`config.mk`:
```
export PLATFORM = sky130hd
export DESIGN_NAME = dca_matrix_store_engine_flat
export DESIGN_NICKNAME = d
export VERILOG_FILES = /design/src/rtl/dca_matrix_store_engine_pkg.sv /design/src/rtl/dca_matrix_store_engine_if.sv /design/src/rtl/dca_matrix_store_engine_burst_len_calc.sv /design/src/rtl/dca_matrix_store_engine.sv /design/src/flat_wrapper.sv
export SDC_FILE = /design/constraint.sdc
export NUM_CORES = 1
export LEC_CHECK = 0
export ABC_AREA = 0
export CORE_ASPECT_RATIO = 1.25
export CORE_MARGIN = 5
export CORE_UTILIZATION = 40
export DETAILED_ROUTE_END_ITERATION = 8
export GPL_TIMING_DRIVEN = 0
export PLACE_DENSITY = 0.65
export SLEW_MARGIN = 5
export SYNTH_ARGS = -nofsm -noshare
export SYNTH_HDL_FRONTEND = slang
export SYNTH_SLANG_ARGS = --single-unit
```
`constraint.sdc`:
```
create_clock -name clk -period 4.1 [get_ports clk]
set_clock_uncertainty 0.05 [all_clocks]
set_input_delay 0.615 -clock clk [delete_from_list [all_inputs] [get_ports clk]]
set_output_delay 0.615 -clock clk [all_outputs]
set_load 0.01 [all_outputs]
```
`src/rtl/dca_matrix_store_engine_pkg.sv`:
```
// Shared definitions for the DCA LSU matrix store engine: FSM encoding and
// the page size that AXI bursts must never cross.
package dca_matrix_store_engine_pkg;

  typedef enum logic [1:0] {
    ST_IDLE  = 2'd0,
    ST_PLAN  = 2'd1,
    ST_BEAT  = 2'd2,
    ST_DRAIN = 2'd3
  } state_e;

  localparam int unsigned PAGE_BITS  = 12;
  localparam int unsigned PAGE_BYTES = 1 << PAGE_BITS;

endpackage

```
`src/rtl/dca_matrix_store_engine_if.sv`:
```
// Instruction, write-data, write-request and response channels of the
// matrix store engine; slave is the engine side, master the environment.
interface dca_matrix_store_engine_if #(
  parameter int unsigned BW_AXI_DATA = 32,
  parameter int unsigned BW_AXI_ADDR = 32,
  parameter int unsigned BW_DIM      = 12
);
  localparam int unsigned BW_STRB = BW_AXI_DATA / 8;

  logic                   inst_valid;
  logic                   inst_ready;
  logic [BW_AXI_ADDR-1:0] inst_addr;
  logic [BW_AXI_ADDR-1:0] inst_stride;
  logic [BW_DIM-1:0]      inst_num_row_m1;
  logic [BW_DIM-1:0]      inst_num_beat_m1;

  logic                   wdata_valid;
  logic                   wdata_ready;
  logic [BW_AXI_DATA-1:0] wdata;
  logic [BW_STRB-1:0]     wstrb;

  logic                   req_valid;
  logic                   req_ready;
  logic [BW_AXI_ADDR-1:0] req_addr;
  logic [7:0]             req_len;
  logic [BW_AXI_DATA-1:0] req_wdata;
  logic [BW_STRB-1:0]     req_wstrb;
  logic                   req_last;

  logic                   rsp_valid;
  logic                   rsp_error;
  logic                   rsp_ready;

  modport slave (
    input  inst_valid, inst_addr, inst_stride, inst_num_row_m1, inst_num_beat_m1,
    output inst_ready,
    input  wdata_valid, wdata, wstrb,
    output wdata_ready,
    output req_valid, req_addr, req_len, req_wdata, req_wstrb, req_last,
    input  req_ready,
    input  rsp_valid, rsp_error,
    output rsp_ready
  );

  modport master (
    output inst_valid, inst_addr, inst_stride, inst_num_row_m1, inst_num_beat_m1,
    input  inst_ready,
    output wdata_valid, wdata, wstrb,
    input  wdata_ready,
    input  req_valid, req_addr, req_len, req_wdata, req_wstrb, req_last,
    output req_ready,
    output rsp_valid, rsp_error,
    input  rsp_ready
  );

endinterface

```
`src/rtl/dca_matrix_store_engine_burst_len_calc.sv`:
```
// Beats for the next burst: the smallest of the burst cap, the beats left in
// the current row and the beats remaining before the next 4 KB page.
module dca_burst_len_calc
  import dca_matrix_store_engine_pkg::*;
#(
  parameter int unsigned BW_AXI_DATA   = 32,
  parameter int unsigned BW_DIM        = 12,
  parameter int unsigned MAX_BURST_LEN = 16
) (
  input  logic [PAGE_BITS-1:0] page_off_i,
  input  logic [BW_DIM:0]      row_left_i,
  output logic [8:0]           beats_o
);

  localparam int unsigned BEAT_SHIFT = $clog2(BW_AXI_DATA / 8);
  localparam int unsigned BW_PAGE    = PAGE_BITS + 1;
  localparam int unsigned BW_CMP     = (BW_DIM + 1 > BW_PAGE) ? BW_DIM + 1 : BW_PAGE;

  logic [BW_PAGE-1:0] page_bytes_left;
  logic [BW_CMP-1:0]  to_page;
  logic [BW_CMP-1:0]  row_left;
  logic [BW_CMP-1:0]  lim;

  always_comb begin
    page_bytes_left = BW_PAGE'(PAGE_BYTES) - BW_PAGE'(page_off_i);
    to_page         = BW_CMP'(page_bytes_left >> BEAT_SHIFT);
    row_left        = BW_CMP'(row_left_i);
    lim             = BW_CMP'(MAX_BURST_LEN);
    if (row_left < lim) lim = row_left;
    if (to_page < lim)  lim = to_page;
    beats_o = 9'(lim);
  end

endmodule

```
`src/rtl/dca_matrix_store_engine.sv`:
```
// Matrix store engine: splits a strided rows x beats store into page-safe
// bursts, streams write data through, and tracks outstanding responses.
module dca_matrix_store_engine
  import dca_matrix_store_engine_pkg::*;
#(
  parameter int unsigned BW_AXI_DATA     = 32,
  parameter int unsigned BW_AXI_ADDR     = 32,
  parameter int unsigned BW_DIM          = 12,
  parameter int unsigned MAX_BURST_LEN   = 16,
  parameter int unsigned MAX_OUTSTANDING = 4
) (
  input  logic                     clk,
  input  logic                     rstnn,
  dca_matrix_store_engine_if.slave bus,
  output logic                     busy,
  output logic                     done,
  output logic                     error
);

  localparam int unsigned BEAT_SHIFT = $clog2(BW_AXI_DATA / 8);
  localparam int unsigned BW_ROW     = BW_DIM + 1;
  localparam int unsigned BW_OUT     = $clog2(MAX_OUTSTANDING + 1);

  state_e                 state_q, state_d;
  logic [BW_AXI_ADDR-1:0] row_base_q, row_base_d;
  logic [BW_AXI_ADDR-1:0] cur_addr_q, cur_addr_d;
  logic [BW_AXI_ADDR-1:0] stride_q, stride_d;
  logic [BW_AXI_ADDR-1:0] burst_addr_q, burst_addr_d;
  logic [BW_DIM-1:0]      rows_left_q, rows_left_d;
  logic [BW_DIM-1:0]      num_beat_m1_q, num_beat_m1_d;
  logic [BW_ROW-1:0]      row_left_q, row_left_d;
  logic [8:0]             burst_beats_q, burst_beats_d;
  logic [8:0]             beat_cnt_q, beat_cnt_d;
  logic [BW_OUT-1:0]      outst_q, outst_d;
  logic                   done_q, done_d;
  logic                   error_q, error_d;

  logic [8:0]             plan_beats;
  logic [BW_ROW-1:0]      row_rem;
  logic [BW_AXI_ADDR-1:0] burst_bytes;
  logic                   beat_fire;
  logic                   last_beat;
  logic                   burst_end;
  logic                   rsp_dec;

  dca_burst_len_calc #(
    .BW_AXI_DATA  (BW_AXI_DATA),
    .BW_DIM       (BW_DIM),
    .MAX_BURST_LEN(MAX_BURST_LEN)
  ) u_burst_len_calc (
    .page_off_i(cur_addr_q[PAGE_BITS-1:0]),
    .row_left_i(row_left_q),
    .beats_o   (plan_beats)
  );

  assign last_beat   = (state_q == ST_BEAT) && (beat_cnt_q == burst_beats_q - 9'd1);
  assign beat_fire   = (state_q == ST_BEAT) && bus.wdata_valid && bus.req_ready;
  assign burst_end   = beat_fire && last_beat;
  // A response with nothing outstanding is dropped so the counter cannot underflow.
  assign rsp_dec     = bus.rsp_valid && (outst_q != '0);
  assign row_rem     = row_left_q - BW_ROW'(burst_beats_q);
  assign burst_bytes = BW_AXI_ADDR'(burst_beats_q) << BEAT_SHIFT;

  assign bus.req_addr  = burst_addr_q;
  assign bus.req_len   = 8'(burst_beats_q - 9'd1);
  assign bus.req_wdata = bus.wdata;
  assign bus.req_wstrb = bus.wstrb;
  assign bus.req_last  = last_beat;
  assign bus.rsp_ready = 1'b1;

  assign busy  = (state_q != ST_IDLE);
  assign done  = done_q;
  assign error = error_q;

  // Next-state, handshake outputs and datapath updates.
  always_comb begin
    state_d         = state_q;
    row_base_d      = row_base_q;
    cur_addr_d      = cur_addr_q;
    stride_d        = stride_q;
    burst_addr_d    = burst_addr_q;
    rows_left_d     = rows_left_q;
    num_beat_m1_d   = num_beat_m1_q;
    row_left_d      = row_left_q;
    burst_beats_d   = burst_beats_q;
    beat_cnt_d      = beat_cnt_q;
    outst_d         = outst_q;
    done_d          = 1'b0;
    error_d         = error_q;
    bus.inst_ready  = 1'b0;
    bus.wdata_ready = 1'b0;
    bus.req_valid   = 1'b0;

    case (state_q)
      ST_IDLE: begin
        bus.inst_ready = 1'b1;
        if (bus.inst_valid) begin
          row_base_d    = bus.inst_addr;
          cur_addr_d    = bus.inst_addr;
          stride_d      = bus.inst_stride;
          rows_left_d   = bus.inst_num_row_m1;
          num_beat_m1_d = bus.inst_num_beat_m1;
          row_left_d    = BW_ROW'(bus.inst_num_beat_m1) + BW_ROW'(1);
          error_d       = 1'b0;
          state_d       = ST_PLAN;
        end
      end
      ST_PLAN: begin
        if (outst_q != BW_OUT'(MAX_OUTSTANDING)) begin
          burst_addr_d  = cur_addr_q;
          burst_beats_d = plan_beats;
          beat_cnt_d    = 9'd0;
          state_d       = ST_BEAT;
        end
      end
      ST_BEAT: begin
        bus.req_valid   = bus.wdata_valid;
        bus.wdata_ready = bus.req_ready;
        if (beat_fire) begin
          beat_cnt_d = beat_cnt_q + 9'd1;
        end
        if (burst_end) begin
          if (row_rem != '0) begin
            row_left_d = row_rem;
            cur_addr_d = cur_addr_q + burst_bytes;
            state_d    = ST_PLAN;
          end else if (rows_left_q != '0) begin
            rows_left_d = rows_left_q - BW_DIM'(1);
            row_base_d  = row_base_q + stride_q;
            cur_addr_d  = row_base_q + stride_q;
            row_left_d  = BW_ROW'(num_beat_m1_q) + BW_ROW'(1);
            state_d     = ST_PLAN;
          end else begin
            state_d = ST_DRAIN;
          end
        end
      end
      ST_DRAIN: begin
        if (outst_q == '0) begin
          done_d  = 1'b1;
          state_d = ST_IDLE;
        end
      end
      default: state_d = ST_IDLE;
    endcase

    case ({burst_end, rsp_dec})
      2'b10:   outst_d = outst_q + BW_OUT'(1);
      2'b01:   outst_d = outst_q - BW_OUT'(1);
      default: outst_d = outst_q;
    endcase

    if (rsp_dec && bus.rsp_error) error_d = 1'b1;
  end

  always_ff @(posedge clk or negedge rstnn) begin
    if (!rstnn) begin
      state_q       <= ST_IDLE;
      row_base_q    <= '0;
      cur_addr_q    <= '0;
      stride_q      <= '0;
      burst_addr_q  <= '0;
      rows_left_q   <= '0;
      num_beat_m1_q <= '0;
      row_left_q    <= '0;
      burst_beats_q <= 9'd1;
      beat_cnt_q    <= '0;
      outst_q       <= '0;
      done_q        <= 1'b0;
      error_q       <= 1'b0;
    end else begin
      state_q       <= state_d;
      row_base_q    <= row_base_d;
      cur_addr_q    <= cur_addr_d;
      stride_q      <= stride_d;
      burst_addr_q  <= burst_addr_d;
      rows_left_q   <= rows_left_d;
      num_beat_m1_q <= num_beat_m1_d;
      row_left_q    <= row_left_d;
      burst_beats_q <= burst_beats_d;
      beat_cnt_q    <= beat_cnt_d;
      outst_q       <= outst_d;
      done_q        <= done_d;
      error_q       <= error_d;
    end
  end

endmodule

```
`src/flat_wrapper.sv`:
```
// flat-port wrapper written by rule: the top's interface ports become plain ports
module dca_matrix_store_engine_flat import dca_matrix_store_engine_pkg::*;
#(
  parameter int unsigned BW_AXI_DATA     = 32,
  parameter int unsigned BW_AXI_ADDR     = 32,
  parameter int unsigned BW_DIM          = 12,
  parameter int unsigned MAX_BURST_LEN   = 16,
  parameter int unsigned MAX_OUTSTANDING = 4
)
  (clk, rstnn, busy, done, error, bus_inst_valid, bus_inst_addr, bus_inst_stride, bus_inst_num_row_m1, bus_inst_num_beat_m1, bus_inst_ready, bus_wdata_valid, bus_wdata, bus_wstrb, bus_wdata_ready, bus_req_valid, bus_req_addr, bus_req_len, bus_req_wdata, bus_req_wstrb, bus_req_last, bus_req_ready, bus_rsp_valid, bus_rsp_error, bus_rsp_ready);
  dca_matrix_store_engine_if #(.BW_AXI_DATA(BW_AXI_DATA), .BW_AXI_ADDR(BW_AXI_ADDR), .BW_DIM(BW_DIM)) bus_i ();
  input  logic clk;
  input  logic rstnn;
  output logic busy;
  output logic done;
  output logic error;
  input wire logic [$bits(bus_i.inst_valid)-1:0] bus_inst_valid;
  input wire logic [$bits(bus_i.inst_addr)-1:0] bus_inst_addr;
  input wire logic [$bits(bus_i.inst_stride)-1:0] bus_inst_stride;
  input wire logic [$bits(bus_i.inst_num_row_m1)-1:0] bus_inst_num_row_m1;
  input wire logic [$bits(bus_i.inst_num_beat_m1)-1:0] bus_inst_num_beat_m1;
  output wire logic [$bits(bus_i.inst_ready)-1:0] bus_inst_ready;
  input wire logic [$bits(bus_i.wdata_valid)-1:0] bus_wdata_valid;
  input wire logic [$bits(bus_i.wdata)-1:0] bus_wdata;
  input wire logic [$bits(bus_i.wstrb)-1:0] bus_wstrb;
  output wire logic [$bits(bus_i.wdata_ready)-1:0] bus_wdata_ready;
  output wire logic [$bits(bus_i.req_valid)-1:0] bus_req_valid;
  output wire logic [$bits(bus_i.req_addr)-1:0] bus_req_addr;
  output wire logic [$bits(bus_i.req_len)-1:0] bus_req_len;
  output wire logic [$bits(bus_i.req_wdata)-1:0] bus_req_wdata;
  output wire logic [$bits(bus_i.req_wstrb)-1:0] bus_req_wstrb;
  output wire logic [$bits(bus_i.req_last)-1:0] bus_req_last;
  input wire logic [$bits(bus_i.req_ready)-1:0] bus_req_ready;
  input wire logic [$bits(bus_i.rsp_valid)-1:0] bus_rsp_valid;
  input wire logic [$bits(bus_i.rsp_error)-1:0] bus_rsp_error;
  output wire logic [$bits(bus_i.rsp_ready)-1:0] bus_rsp_ready;
  assign bus_i.inst_valid = bus_inst_valid;
  assign bus_i.inst_addr = bus_inst_addr;
  assign bus_i.inst_stride = bus_inst_stride;
  assign bus_i.inst_num_row_m1 = bus_inst_num_row_m1;
  assign bus_i.inst_num_beat_m1 = bus_inst_num_beat_m1;
  assign bus_inst_ready = bus_i.inst_ready;
  assign bus_i.wdata_valid = bus_wdata_valid;
  assign bus_i.wdata = bus_wdata;
  assign bus_i.wstrb = bus_wstrb;
  assign bus_wdata_ready = bus_i.wdata_ready;
  assign bus_req_valid = bus_i.req_valid;
  assign bus_req_addr = bus_i.req_addr;
  assign bus_req_len = bus_i.req_len;
  assign bus_req_wdata = bus_i.req_wdata;
  assign bus_req_wstrb = bus_i.req_wstrb;
  assign bus_req_last = bus_i.req_last;
  assign bus_i.req_ready = bus_req_ready;
  assign bus_i.rsp_valid = bus_rsp_valid;
  assign bus_i.rsp_error = bus_rsp_error;
  assign bus_rsp_ready = bus_i.rsp_ready;
  dca_matrix_store_engine #(.BW_AXI_DATA(BW_AXI_DATA), .BW_AXI_ADDR(BW_AXI_ADDR), .BW_DIM(BW_DIM), .MAX_BURST_LEN(MAX_BURST_LEN), .MAX_OUTSTANDING(MAX_OUTSTANDING)) u_core (.clk(clk), .rstnn(rstnn), .bus(bus_i), .busy(busy), .done(done), .error(error));
endmodule
```
**Word-level counts from Yosys, hierarchy flattened**

Cells that the tools add are included.
W data, S select, Z words.

- Register bits after elaboration: 190
- Output and inout port bits: 84
- Logic and storage cells: 104

- Equal/unequal tests: 15
- $lt $le $gt $ge: 2
- Reductions and logical operators: 24
- Muxes and demuxes: 39
- $add $sub $neg: 11

Operators by type and width:

| operator | number |
|---|---|
| $mux W32 | 6 |
| $pmux W32 S2 | 2 |
| $mux W13 | 5 |
| $mux W12 | 4 |
| $add A32 B11 Y32 | 1 |
| $add A32 B32 Y32 | 1 |
| $mux W9 | 3 |
| $add A12 B1 Y13 const B | 2 |
| $pmux W13 S2 | 1 |
| $pmux W12 S2 | 1 |
| $pmux W9 S2 | 1 |
| $lt A11 B13 Y1 | 1 |
| $lt A13 B5 Y1 const B | 1 |
| $reduce_bool A13 Y1 | 1 |
| $sub A13 B12 Y13 const A | 1 |
| $sub A13 B9 Y13 | 1 |
| $mux W2 | 6 |
| $reduce_bool A12 Y1 | 1 |
| $reduce_bool A2 Y1 | 6 |
| $sub A12 B1 Y12 const B | 1 |
| $add A9 B1 Y9 const B | 1 |
| $eq A9 B9 Y1 | 1 |
| $sub A9 B1 Y9 const B | 1 |
| $mux W1 | 8 |
| other kinds (17) | 34 |

**Depth between registers and ports, before layout**

- Depth after elaboration: 6
- Mapped depth: 16

**By module**

A second synthesis with hierarchy kept.

- Cells, all modules: 1515
- Area, all modules: 12966.2 um^2

By module, submodules not included:

| module | area each (um^2) | times used | cells each | sequential area each (um^2) |
|---|---|---|---|---|
| dca_matrix_store_engine | 12390.6 | 1 | 1447 | 4755.8 |
| dca_burst_len_calc | 575.6 | 1 | 68 | 0.0 |

**Least setup slack after synthesis**

Ideal clock, no wire load.

- Path type: register -> register
- Start point: register u_core.cur_addr_q[0]
- End point: register u_core.burst_beats_q[2]
- Period minus slack after synthesis: 3.860 ns
- Data arrival time: 3.684 ns
- Slack: 0.240 ns
- Stages on the path, launching flop included: 15
- Data required time: 3.924 ns
- Path through: dfrtp_1 or3_1 clkbuf_1 nor3_1 nor3b_1 nand2b_1 nor3_1 xnor2_1 ha_1 nor2b_1 o21ai_0 nand2b_1 a221oi_1 nand2_1 a221o_1

- Longest elaborated chain between the ends: 3

RTL lines:

| element | line | source |
|---|---|---|
| start: declaration | dca_matrix_store_engine.sv:26 | `logic [BW_AXI_ADDR-1:0] cur_addr_q, cur_addr_d;` |
| start signal: assignment | dca_matrix_store_engine.sv:174 | `cur_addr_q <= cur_addr_d;` |
| $sub A13 B12 Y13 (*) | dca_matrix_store_engine_burst_len_calc.sv:25 | `page_bytes_left = BW_PAGE'(PAGE_BYTES) - BW_PAGE'(page_off_i);` |
| $lt A11 B13 Y1 | dca_matrix_store_engine_burst_len_calc.sv:30 | `if (to_page < lim) lim = to_page;` |
| $mux W9 (*) | dca_matrix_store_engine_burst_len_calc.sv:30 |  |
| end signal: assignment | dca_matrix_store_engine.sv:180 | `burst_beats_q <= burst_beats_d;` |
| end: declaration | dca_matrix_store_engine.sv:32 | `logic [8:0] burst_beats_q, burst_beats_d;` |

Every way passes the cells marked *; elsewhere a longest branch is shown, timed or not.
A chain may end at the register's enable or synchronous reset.

**Final worst setup path**

- Start point: register u_core.burst_beats_q[0]
- End point: register u_core.row_base_q[17]

- Longest elaborated chain between the ends: 6
- Elaborated cells between the ends (all ways): 9
- Classes of those cells: add/sub: 2; eq/ne: 3; reduce/logical: 4

RTL lines:

| element | line | source |
|---|---|---|
| $sub A9 B1 Y9 | dca_matrix_store_engine.sv:56 | `assign last_beat = (state_q == ST_BEAT) && (beat_cnt_q == burst_beats_q - 9'd1);` |
| $eq A9 B9 Y1 | dca_matrix_store_engine.sv:56 |  |
| $logic_and A1 B1 Y1 | dca_matrix_store_engine.sv:56 |  |
| $logic_and A1 B1 Y1 | dca_matrix_store_engine.sv:58 | `assign burst_end = beat_fire && last_beat;` |
| $ne A2 B1 Y1 (no source line) | -- |  |
| $reduce_and A5 Y1 (no source line) (*) | -- |  |
| end signal: assignment | dca_matrix_store_engine.sv:173 | `row_base_q <= row_base_d;` |
| end: declaration | dca_matrix_store_engine.sv:25 | `logic [BW_AXI_ADDR-1:0] row_base_q, row_base_d;` |

Marks and branches as above.

==> qor.csv <==
stage;metric;value;unit
logic_synthesis;ys_seq_elements;190;
timing;fin_crit;3.952;ns
power_and_ir_drop;leakagePower;6.989;nW
placement;port_buffers;177;
setup_path;worstSetupStartpointType;flop;
timing;finalWorstSetupSlack;0.1481;ns
logic_synthesis;ys_types;79;
die;die_h;212.5;um
setup_path;critPathKind;flop to flop;
timing;tightest_slew;0.8681;ns
finish;drive_gt1_share;12.34;%
logic_synthesis;synth_edf_count;0;
logic_synthesis;yosysSeqAreaShare;36.24;%
logic_synthesis;synthAdderAreaFrac;7.190;%
clock_tree;cts_buffers;17;
logic_synthesis;syn_area;13120;um2
clock_tree;clockBufferDepth;2;
route;ant_nets;0;
setup_path;crit_chain;ha_1 > inv_1 > fa_1 > a211oi_4 > o21bai_1 > a2111oi_2 > a21oi_2 > xnor2_2 > nand4_1 > o31ai_4 > buf_4 > buf_4 > buf_4 > a21oi_1;
route;initialDrtViolationCount;916;
timing;maxSlewViolCount;0;
power_and_ir_drop;ir_drop;0.4238;mV
logic_synthesis;synth_top_family_by_area;simple AND/OR/NAND/NOR gates;
grt;grtUsageTotal;22.92;%
logic_synthesis;synth-main-ff-cell;dfrtp_1;
logic_synthesis;syn_area_per_cell;8.759;um2
timing;fin_tns_setup;0;ns
finish;n_fill_cell;3102;
power_and_ir_drop;cell_internal_pwr;8.081;mW
setup_path;cp-end-kind;flop;
timing;max_freq;253.0;MHz
timing;period_share;96.39;%
timing;hold_ws;0.1195;ns
route;route.vias.total;12120;
clock_tree;root_buffer;clkbuf_16;
placement;gp_congestion;0.9408;
power_and_ir_drop;clockPowerShare;10.7;%
power_and_ir_drop;switching_share;49.08;%
clock_tree;hold_buffers;0;
die;initial_utilization;40.26;%
setup_path;reg2reg_depth;14;
grt;grt_max_degree;104;
logic_synthesis;ys.warnings.count;0;
clock_tree;clkLatencyLatePin;0.44;ns
route;wl_per_cell;19.75;um
route;drcViolationCount;0;
finish;finalNonFillerCells;2152;
finish;n_antenna_cell;0;
setup_path;cp.arrival;4.22;ns
die;die_w;172.0;um
clock_tree;cts_num_sinks;190;
power_and_ir_drop;power;15.87;mW
route;wirelength;42.51;mm
die;core_area;32590;um2
setup_path;required;4.37;ns
setup_path;crit_top_cell;buf_4;
placement;dpl.hpwl;33.79;mm
timing;final_hold_viol_count;0;
job;drv_cap;0;
route;vias_per_cell;5.632;
setup_path;r2r_slack;0.15;ns
logic_synthesis;synth_commonest_cells;dfrtp_1 (189), nand2_1 (173), nor2_1 (150), a21oi_1 (111), o21ai_0 (80);
grt;overflow;0;
timing;finalSetupViolations;0;
worst_hold_path;hold_path_class;primary input to async pin;
placement;dp_cells;2100;
clock_tree;cts_tree;done;
clock_tree;path_clk_slew;0.08;ns
route;first_pass_iters;5;
logic_synthesis;ys_top_cells_by_area;dfrtp_1 (36%), ha_1 (6.6%), nand2_1 (4.9%), mux2_2 (4.8%), nor2_1 (4.3%);
die;die_area;36550;um2
die;rows;74;
logic_synthesis;synth_compound_area_share;17.74;%
clock_tree;cts_htree_levels;4;
logic_synthesis;synth_top_area_share;36.04;%
finish;syn_to_final_growth;24.94;%
power_and_ir_drop;switching_power;7.790;mW
grt;use_met3;2.715;%
setup_path;crit_path_top_delay_cell;dfstp_2;
run_status;outcome;completed;
logic_synthesis;synth.most_common_cell;dfrtp_1;
placement;pre_cts_slack;-0.7457;ns
logic_synthesis;async_flop_share;100.0;%
logic_synthesis;synth-xor-area-share;7.056;%
grt;grt_pass1_vias;11917;
power_and_ir_drop;power_frac_seq;23.4;%
logic_synthesis;netlist_instances;1498;
die;io_pins;215;
grt;gr-usage-met1;29.72;%
logic_synthesis;muxShareOfSynthArea;6.561;%
power_and_ir_drop;comb_power_share;65.9;%
grt;busiest_layer;met2;
setup_path;critical_path.max_stage_delay;0.55;ns
timing;max-slew-margin-rel;42.13;%
grt;grt_pass1_wl;65.50;mm
logic_synthesis;synth-simple-area-share;19.32;%
grt;antenna_found_initial;0;
grt;grt_util_met2;38.25;%
setup_path;critPathMaxFanout;10;
logic_synthesis;synth_area_leader_cell;dfrtp_1;
finish;finalNetCount;1925;
power_and_ir_drop;power.density;968.1;nW/um2
## what timing repair did
action,4_1_cts,5_1_grt
gates cloned,0,0
pin swaps,7,8
endpoints found under the setup margin,99,97
buffers inserted,15,5
resized for setup,18,29
## cell type report
| cell class | instances | area, um2 | share of cell area (%) |
|---|---|---|---|
| buffer | 101 | 611.8 | 3.732 |
| clock buffer | 19 | 432.9 | 2.641 |
| clock inverter | 13 | 153.9 | 0.9388 |
| inverter | 53 | 198.9 | 1.214 |
| multi-input combinational | 1160 | 7760 | 47.34 |
| sequential | 190 | 4758 | 29.03 |
| tap | 418 | 523.0 | 3.190 |
| timing repair buffer | 198 | 1954 | 11.92 |
## sequential cells by signal, indices dropped and copies added (netlist names), 9 cells and up
name / flops
u_core.beat_cnt_q: 9
u_core.burst_beats_q: 9
u_core.bus.req_addr: 32
u_core.cur_addr_q: 32
u_core.num_beat_m1_q: 12
u_core.row_base_q: 32
u_core.row_left_q: 13
u_core.rows_left_q: 12
u_core.stride_q: 32
## per-layer routing
| layer | vias up | share of wire [%] | wire, um |
|---|---|---|---|
| met3 | 110 | 6.1 | 2592 |
| li1 | 5760 | - | - |
| met1 | 5780 | 42 | 17700 |
| met4 | 0 | 4.5 | 1920 |
| met5 | - | 0 | 0 |
| met2 | 470 | 48 | 20300 |
## cell families (layout without fill, tap and decap cells)
family / after synthesis / count (layout)
AO/OA/AOI/OAI: 366 / 366
flip-flops: 190 / 190
other: 1 / 7
multiplexers: 79 / 79
buffers and inverters: 154 / 384
AND/OR/NAND/NOR: 534 / 534
XOR/XNOR: 101 / 101
adder cells (fa/ha/maj): 73 / 73
## final timing paths
kind,start,to
max reg2reg,u_core.burst_beats_q[0],u_core.row_base_q[17]
min reg2reg,u_core.bus.req_addr[16],u_core.bus.req_addr[16]
min,rstnn,u_core.error
max in group asynchronous,rstnn,u_core.stride_q[17]
max,u_core.burst_beats_q[0],u_core.row_base_q[17]
min in group clk,u_core.bus.req_addr[16],u_core.bus.req_addr[16]
## placed cells by master, fill, tap and decap left out, types with 19 or more instances in the layout
cell type / netlist / routed
nor3_1: 39 / 37
a21o_1: 20 / 20
nand2_1: 173 / 172
ha_1: 69 / 69
mux2_2: 56 / 56
xor2_1: 46 / 45
buf_4: 43 / 63
o21ai_0: 80 / 80
mux2i_1: 23 / 23
a21oi_1: 111 / 110
dfrtp_1: 189 / 187
nand3_1: 47 / 47
a211oi_1: 21 / 19
clkbuf_1: 43 / 39
clkdlybuf4s50_1: 0 / 176
nor2_1: 150 / 149
xnor2_1: 52 / 50
inv_1: 52 / 52
## stage by stage
step / utilization, % / area (um2)
4_1_cts: 49.80 / 16230
5_1_grt: 50.30 / 16390
3_3_place_gp: 47.37 / 15440
3_5_place_dp: 47.47 / 15470
6_report: 50.30 / 16390
2_1_floorplan: - / 13140
## power groups by stage
stage                     Sequential (mW)  Combinational, mW  Clock (mW)
final                                3.71               10.5        1.70
after global routing                 3.82               11.5        1.80
after CTS                            3.68               10.1        1.73
after detailed placement             3.71               9.72           0
after global placement               3.69               9.60           0
after floorplan                      3.46               6.83           0
## critical path, delay by kind of cell, from the launching register on
family | cells | cell delay [ns]
adders and majority gates | 2 | 0.60
DFF | 1 | 0.55
AOI/OAI and AO/OA | 6 | 1.45
and+or+nand+nor | 1 | 0.27
xor gates and xnor gates | 1 | 0.23
buffers and inverters | 4 | 0.68
Note: power is estimated with default switching activity, not from simulation.
